$ cat src/rtl/debounce_pkg.sv
// rtl/debounce_pkg.sv - shared types, defaults and counter-width helper for the debouncer
package debounce_pkg;

    typedef enum logic {IDLE, CHECK} db_state_t;

    localparam int DEFAULT_DEBOUNCE_CYCLES = 48000;

    // Smallest width w with 2**w >= cycles.
    function automatic int min_cnt_w(input int cycles);
        for (int w = 0; w < 31; w++) begin
            if ((64'd1 << w) >= 64'(cycles)) return w;
        end
        return 31;
    endfunction

endpackage

$ cat src/rtl/debounce_channel.sv
// rtl/debounce_channel.sv - one debounce channel (FSM, counter, optional MULTI_DEBOUNCER_SYNC_EN synchroniser)
module debounce_channel
    import debounce_pkg::*;
#(
    parameter int   DEBOUNCE_CYCLES = DEFAULT_DEBOUNCE_CYCLES,
    parameter int   CNT_W           = 22,
    parameter logic RESET_VAL       = 1'b1
) (
    input  logic clk,
    input  logic reset,
    input  logic raw_i,
    input  logic restart,
    output logic db_o,
    output logic rise_o,
    output logic fall_o,
    output logic busy_o
);

    localparam logic [CNT_W-1:0] TERM = CNT_W'(DEBOUNCE_CYCLES - 1);

    logic s;

`ifdef MULTI_DEBOUNCER_SYNC_EN
    logic sync1_q, sync2_q;

    always_ff @(posedge clk or posedge reset) begin
        if (reset) begin
            sync1_q <= RESET_VAL;
            sync2_q <= RESET_VAL;
        end else begin
            sync1_q <= raw_i;
            sync2_q <= sync1_q;
        end
    end

    assign s = sync2_q;
`else
    assign s = raw_i;
`endif

    db_state_t        state_q, state_d;
    logic [CNT_W-1:0] cnt_q, cnt_d;
    logic             db_q, db_d, rise_q, rise_d, fall_q, fall_d;

    always_comb begin
        state_d = state_q;
        cnt_d   = cnt_q;
        db_d    = db_q;
        rise_d  = 1'b0;
        fall_d  = 1'b0;
        // restart overrides a terminal count, so no level change can slip through
        if (restart) begin
            state_d = IDLE;
            cnt_d   = '0;
        end else begin
            case (state_q)
                IDLE: begin
                    if (s != db_q) begin
                        state_d = CHECK;
                        cnt_d   = CNT_W'(1);
                    end
                end
                CHECK: begin
                    if (s == db_q) begin
                        state_d = IDLE;
                        cnt_d   = '0;
                    end else if (cnt_q == TERM) begin
                        db_d    = s;
                        rise_d  = s;
                        fall_d  = ~s;
                        state_d = IDLE;
                        cnt_d   = '0;
                    end else begin
                        cnt_d = cnt_q + CNT_W'(1);
                    end
                end
                default: begin
                    state_d = IDLE;
                    cnt_d   = '0;
                end
            endcase
        end
    end

    always_ff @(posedge clk or posedge reset) begin
        if (reset) begin
            state_q <= IDLE;
            cnt_q   <= '0;
            db_q    <= RESET_VAL;
            rise_q  <= 1'b0;
            fall_q  <= 1'b0;
        end else begin
            state_q <= state_d;
            cnt_q   <= cnt_d;
            db_q    <= db_d;
            rise_q  <= rise_d;
            fall_q  <= fall_d;
        end
    end

    assign db_o   = db_q;
    assign rise_o = rise_q;
    assign fall_o = fall_q;
    assign busy_o = (state_q == CHECK);

endmodule

$ cat src/rtl/multi_debouncer.sv
// rtl/multi_debouncer.sv - N-channel debouncer top; MULTI_DEBOUNCER_SYNC_EN adds 2-flop input synchronisers
module multi_debouncer
    import debounce_pkg::*;
#(
    parameter int                NUM_CH          = 4,
    parameter int                DEBOUNCE_CYCLES = DEFAULT_DEBOUNCE_CYCLES,
    parameter int                CNT_W           = 22,
    parameter logic [NUM_CH-1:0] RESET_VAL       = '1
) (
    input  logic              clk,
    input  logic              reset,
    input  logic [NUM_CH-1:0] raw_in,
    input  logic              restart,
    output logic [NUM_CH-1:0] db_out,
    output logic [NUM_CH-1:0] rise,
    output logic [NUM_CH-1:0] fall,
    output logic [NUM_CH-1:0] busy
);

    if (CNT_W < min_cnt_w(DEBOUNCE_CYCLES)) begin : g_cnt_w_check
        $error("CNT_W too small for DEBOUNCE_CYCLES");
    end

    for (genvar i = 0; i < NUM_CH; i++) begin : g_ch
        debounce_channel #(
            .DEBOUNCE_CYCLES (DEBOUNCE_CYCLES),
            .CNT_W           (CNT_W),
            .RESET_VAL       (RESET_VAL[i])
        ) u_ch (
            .clk     (clk),
            .reset   (reset),
            .raw_i   (raw_in[i]),
            .restart (restart),
            .db_o    (db_out[i]),
            .rise_o  (rise[i]),
            .fall_o  (fall[i]),
            .busy_o  (busy[i])
        );
    end

endmodule

$ cat config.mk
export PLATFORM = sky130hd
export DESIGN_NAME = multi_debouncer
export DESIGN_NICKNAME = d
export VERILOG_FILES = /design/src/rtl/debounce_pkg.sv /design/src/rtl/debounce_channel.sv /design/src/rtl/multi_debouncer.sv
export SDC_FILE = /design/constraint.sdc
export NUM_CORES = 1
export LEC_CHECK = 0
export CORE_ASPECT_RATIO = 1.2
export CORE_MARGIN = 1
export CORE_UTILIZATION = 55
export CTS_BUF_LIST = sky130_fd_sc_hd__clkbuf_4
export DETAILED_ROUTE_END_ITERATION = 16
export PLACE_DENSITY = 0.73
export SLEW_MARGIN = 20
export SYNTH_ARGS = -nofsm -noshare
export SYNTH_HDL_FRONTEND = slang
export SYNTH_SLANG_ARGS = --single-unit
export TNS_END_PERCENT = 100
$ cat constraint.sdc
create_clock -name clk -period 7.1 [get_ports clk]
set_clock_uncertainty 0.05 [all_clocks]
set_input_delay 1.065 -clock clk [delete_from_list [all_inputs] [get_ports clk]]
set_output_delay 1.065 -clock clk [all_outputs]
set_load 0.05 [all_outputs]
Yosys cells after proc, flatten, opt, wreduce, memory -nomap -nowiden:

Index checks and enable logic that the tools add are counted.

* bitwise logic cells: 13
* reduce and logical (&&, ||, !) cells: 4
* muxes and demuxes: 72
* add/subtract/negate cells: 4
* equality and inequality tests: 16

Operators by type and width (number)
* $mux 22: 16
* $pmux 22 s2: 4
* $add 22x1->22 const B: 4
* $eq 22x16->1 const B: 4
* $mux 1: 48
* $reduce_and 4->1: 4
* $not 1->1: 13
* $ne 3x2->1 const B: 4
* $pmux 1 s2: 4
* $eq 1x1->1: 4
* $ne 1x1->1: 4

* flip-flop bits (word level): 104
* output and inout port bits: 16

Logic depth before layout (Yosys ltp):

* depth in word-level cells: 5
* depth in mapped cells: 8
* mapped depth without buffers: 6

By module:

Synthesis repeated with hierarchy kept, for this count alone.

* cell total of the unflattened synthesis: 650
* area, all modules: 5982.0 um^2

Modules (own cells, without submodules)
* debounce_channel (g_ch[0].u_ch ...): instances 3, area an instance 1512.7 um^2, cells each 163
* debounce_channel (g_ch[3].u_ch): instances 1, area an instance 1443.9 um^2, cells each 161

Worst setup path after synthesis:

No wires, ideal clock.

* path kind: input-to-reg
* start point: input raw_in[0]
* end point: register g_ch[0].u_ch.cnt_q[16]
* path buffers: 2
* stages on the path: 7
* library setup time: 82 ps
* setup slack: 4429 ps
* arrival time: 2539 ps
* cell sequence: xor2_1 > nand3b_1 > o21ba_2 > clkbuf_1 > clkbuf_1 > o21ai_0 > a31oi_1

* cells in the longest elaborated chain, start to end: 4
* elaborated cells between the ends (all ways): 6

RTL lines
* from (decl): RTL line multi_debouncer.sv:12 `input logic [NUM_CH-1:0] raw_in,`
* $eq 1x1->1: RTL line debounce_channel.sv:64 `if (s == db_q) begin`
* $mux 22: RTL line debounce_channel.sv:64
* $pmux 22 s2: RTL line debounce_channel.sv:56 `case (state_q)`
* $mux 22: RTL line debounce_channel.sv:52 `if (restart) begin`
* to (signal assigned): RTL line debounce_channel.sv:94 `cnt_q <= cnt_d;`
* to (decl): RTL line debounce_channel.sv:42 `logic [CNT_W-1:0] cnt_q, cnt_d;`

Parallel ways exist; a longest one is shown, timed or not.
A chain may end at the register's enable or synchronous reset.

Worst setup path in the final report:

* start point: input raw_in[2]
* end point: register g_ch[2].u_ch.cnt_q[18]

* cells in the longest elaborated chain, start to end: 4
* elaborated cells between the ends (all ways): 6

RTL lines (RTL line)
* $eq 1x1->1: debounce_channel.sv:64
* $mux 22: debounce_channel.sv:64
* $pmux 22 s2: debounce_channel.sv:56
* $mux 22: debounce_channel.sv:52
* to (signal assigned): debounce_channel.sv:94
* to (decl): debounce_channel.sv:42

Parallel ways exist; a longest one is shown, timed or not.

==> results.json <==
{
  "outcome": "completed",
  "grtUsageMet1": 0.331,
  "dr.pass1.iters": 5,
  "tightest_slew_ns": 1.07,
  "synth_top_cell_by_area": "dfrtp_1",
  "clockBufferDepth": 2,
  "r2r_end": "g_ch[1].u_ch.cnt_q[18]",
  "core_mm2": 0.0101,
  "ys.flop_type": "dfrtp_1",
  "r2r_setup_slack_ns": 4.41,
  "die_h_um": 114,
  "grt_start_max_net_pins": 54,
  "period_minus_slack_ns": 3.24,
  "wl_per_cell_um": 15.9,
  "rsz0062_at_grt": "false",
  "ctsResizeCount": 0,
  "synth_edf_count": 0,
  "nFillCells": 882,
  "fin_nets": 636,
  "viasPerCell": 6.31,
  "cp.required_ns": 7.43,
  "async_flop_share": 1.00,
  "min_from": "g_ch[1].u_ch.cnt_q[6]",
  "startpoint": "raw_in[2]",
  "multi_input_area_mm2": 0.00285,
  "cts_buffers": 9,
  "syn_nets": 641,
  "dp_hpwl_um": 8060,
  "met2_usage": 0.364,
  "syn-instance-count": 630,
  "max_slew_margin": 0.281,
  "max-vdd-ir-drop_v": 0.0000985,
  "drive_above_1_share": 0.0556,
  "power_density_mw_per_mm2": 170,
  "root_buffer": "clkbuf_4",
  "ys_seq_area_frac": 0.455,
  "htree_num_levels": 3,
  "max_freq_ghz": 0.309,
  "num_io_pins": 23,
  "seq_area_mm2": 0.00261,
  "dieArea_mm2": 0.0108,
  "antenna_found_initial": 0,
  "final-setup-viol-count": 0,
  "critPathCaptureType": "register",
  "worstPathArrival_ns": 3.57,
  "placementRows": 40,
  "tns_ns": 0,
  "maxCapViolations": 0,
  "vias": 4769,
  "cts_hold_buf": 0,
  "critPathKind": "in2reg",
  "hold_class": "reg2reg",
  "grt_pass1_vias": 4342,
  "antenna_cells": 0,
  "top_usage_layer": "met2",
  "cts_tree": "yes",
  "synth_cell_types": 46,
  "die_w_um": 95.2,
  "port_buffers": 22,
  "ys_top_cells_by_area": "dfrtp_1 44%, a31oi_1 5.1%, nand3_1 4.2%",
  "use_met3": 0.0300,
  "drt_iter0_markers": 235,
  "start_kind": "input port",
  "initial_utilization": 0.569,
  "synth_top_area_frac": 0.437,
  "ys_warn_count": 0,
  "hold_violations": 0,
  "post-cts-setup-buffer-count": 0,
  "r2r-start": "g_ch[1].u_ch.cnt_q[10]",
  "dpl-instance-area_mm2": 0.00593,
  "wl_um": 12000,
  "final_cell_area_mm2": 0.00611,
  "gr-usage-all-layers": 0.234,
  "clock_sinks": 104,
  "drc": 0,
  "grt_pass1_wl_um": 20200,
  "grt-ovfl-total": 0,
  "gp_congestion": 0.830,
  "critical_path.max_fanout": 15,
  "path_clk_slew_ns": 0.15,
  "ys_seq_elements": 104,
  "rr_worst_depth": 5,
  "clkLatencyLatePin_ns": 0.45,
  "slew_viol_final": 0,
  "synth_area_per_cell_um2": 9.09,
  "syn_area_mm2": 0.00573,
  "period_share": 0.456,
  "min_path_cells": 1,
  "holdPathEnd": "g_ch[1].u_ch.cnt_q[6]",
  "syn2layout_area_growth_pct": 6.62,
  "leakage_nw": 2.51,
  "route.antenna.remaining_nets": 0,
  "p_total_w": 0.00104
}
-- cell type report --
| cell class | count | share of cell area |
|---|---|---|
| Tap cell | 126 | 0.0258 |
| Multi-Input combinational cell | 470 | 0.467 |
| Inverter | 12 | 0.00779 |
| Sequential cell | 104 | 0.427 |
| Timing Repair Buffer | 28 | 0.0434 |
| Clock inverter | 5 | 0.0160 |
| Clock buffer | 11 | 0.0135 |
-- cells in the final DEF (no fill, tap or decap), types with 3 or more instances in the layout --
cell type	netlist	final
dfrtp_1	100	100
nand2_1	53	53
nand3_1	48	48
a31oi_1	47	46
a21oi_1	38	38
nor2_1	35	35
o21ai_0	29	29
nand4_1	24	24
clkdlybuf4s50_1	0	22
a22o_1	21	21
nor3_1	20	20
and3_1	17	17
nor4_1	16	16
nand2b_1	13	13
inv_1	12	11
clkbuf_4	0	11
mux2i_1	9	9
and2_1	9	9
and4_1	8	8
xor2_1	8	8
or3_1	8	8
a21o_1	7	7
xnor2_1	6	6
o31ai_1	6	6
buf_4	16	6
nor2b_1	5	5
nand3b_1	5	5
o21a_1	5	5
mux2_2	5	5
or4_1	4	4
a41oi_1	4	4
ha_1	4	4
dfstp_2	4	4
or2b_1	3	3
bufinv_16	0	3
-- worst max path at each step --
stage                                   endpoint  slack, ns  depth (start not counted)
after floorplan              g_ch[0].u_ch.busy_o       3.26                          1
after global placement     g_ch[1].u_ch.cnt_q[7]       3.36                          6
after detailed placement  g_ch[2].u_ch.cnt_q[18]       3.42                          7
after CTS                 g_ch[2].u_ch.cnt_q[18]       3.90                          7
after global routing      g_ch[2].u_ch.cnt_q[18]       3.70                          7
final                     g_ch[2].u_ch.cnt_q[18]       3.86                          7
-- kinds of logic (layout without fill, tap and decap cells) --
logic type | count (synthesis) | after routing | synth area share
XOR/XNOR | 14 | 14 | 0.0214
buffers and inverters | 56 | 56 | 0.0500
AND/OR/NAND/NOR | 272 | 272 | 0.253
AO/OA/AOI/OAI | 166 | 166 | 0.187
flip-flops | 104 | 104 | 0.455
multiplexers | 14 | 14 | 0.0256
adder cells (fa/ha/maj) | 4 | 4 | 0.00874
-- cell usage after synthesis, types with 3 or more instances --
library cell	instances
nor4_1	16
o31ai_1	6
or4_1	4
nand2b_1	13
a31oi_1	47
a22o_1	21
a21o_1	7
dfstp_2	4
mux2i_1	9
a41oi_1	4
mux2_2	5
and4_1	8
clkbuf_1	23
xor2_1	8
and3_1	17
inv_1	12
or2b_1	3
ha_1	4
o21a_1	5
nand4_1	24
or3_1	8
xnor2_1	6
dfrtp_1	100
nor3_1	20
nor2_1	35
and2_1	9
nor2b_1	5
nand2_1	53
nand3_1	48
a21oi_1	38
nand3b_1	5
o21ai_0	29
buf_4	16
-- flip-flops by register name, indices dropped and copies added, names as in the netlist --
| name | flops |
|---|---|
| g_ch.u_ch.fall_o | 4 |
| g_ch.u_ch.db_o | 4 |
| g_ch.u_ch.rise_o | 4 |
| g_ch.u_ch.cnt_q | 88 |
| g_ch.u_ch.busy_o | 4 |
-- routing by layer --
layer / wire length [um] / vias to the layer above
met1: 5680 / 2319
met5: 0 / -
met3: 413 / 15
met2: 5710 / 95
met4: 195 / 0
li1: - / 2340
-- where the power goes --
group | switching [W] | internal, W
Sequential | 0.00000620 | 0.000597
Combinational | 0.0000419 | 0.0000184
Clock | 0.000193 | 0.000185
Total | 0.000241 | 0.000799
-- critical path: stages --
cell,delay (ns)
clkdlybuf4s50_1,0.54
xor2_1,0.34
nand3b_1,0.30
a31oi_1,0.67
buf_4,0.33
a41oi_1,0.14
a31oi_1,0.19
-- per-stage QoR --
| stage | util | setup WS (ns) | instances | hold WS (ns) |
|---|---|---|---|---|
| 6_report | 0.607 | 3.86 | 756 | 0.450 |
| 5_1_grt | 0.607 | 3.70 | 756 | 0.488 |
| 4_1_cts | 0.607 | 3.90 | 756 | 0.451 |
| 3_5_place_dp | 0.589 | 3.42 | 740 | 0.428 |
| 3_3_place_gp | 0.588 | 3.36 | 740 | 0.431 |
| 2_1_floorplan | - | 3.26 | 630 | 0.396 |
(Power assumes the default switching activity.)
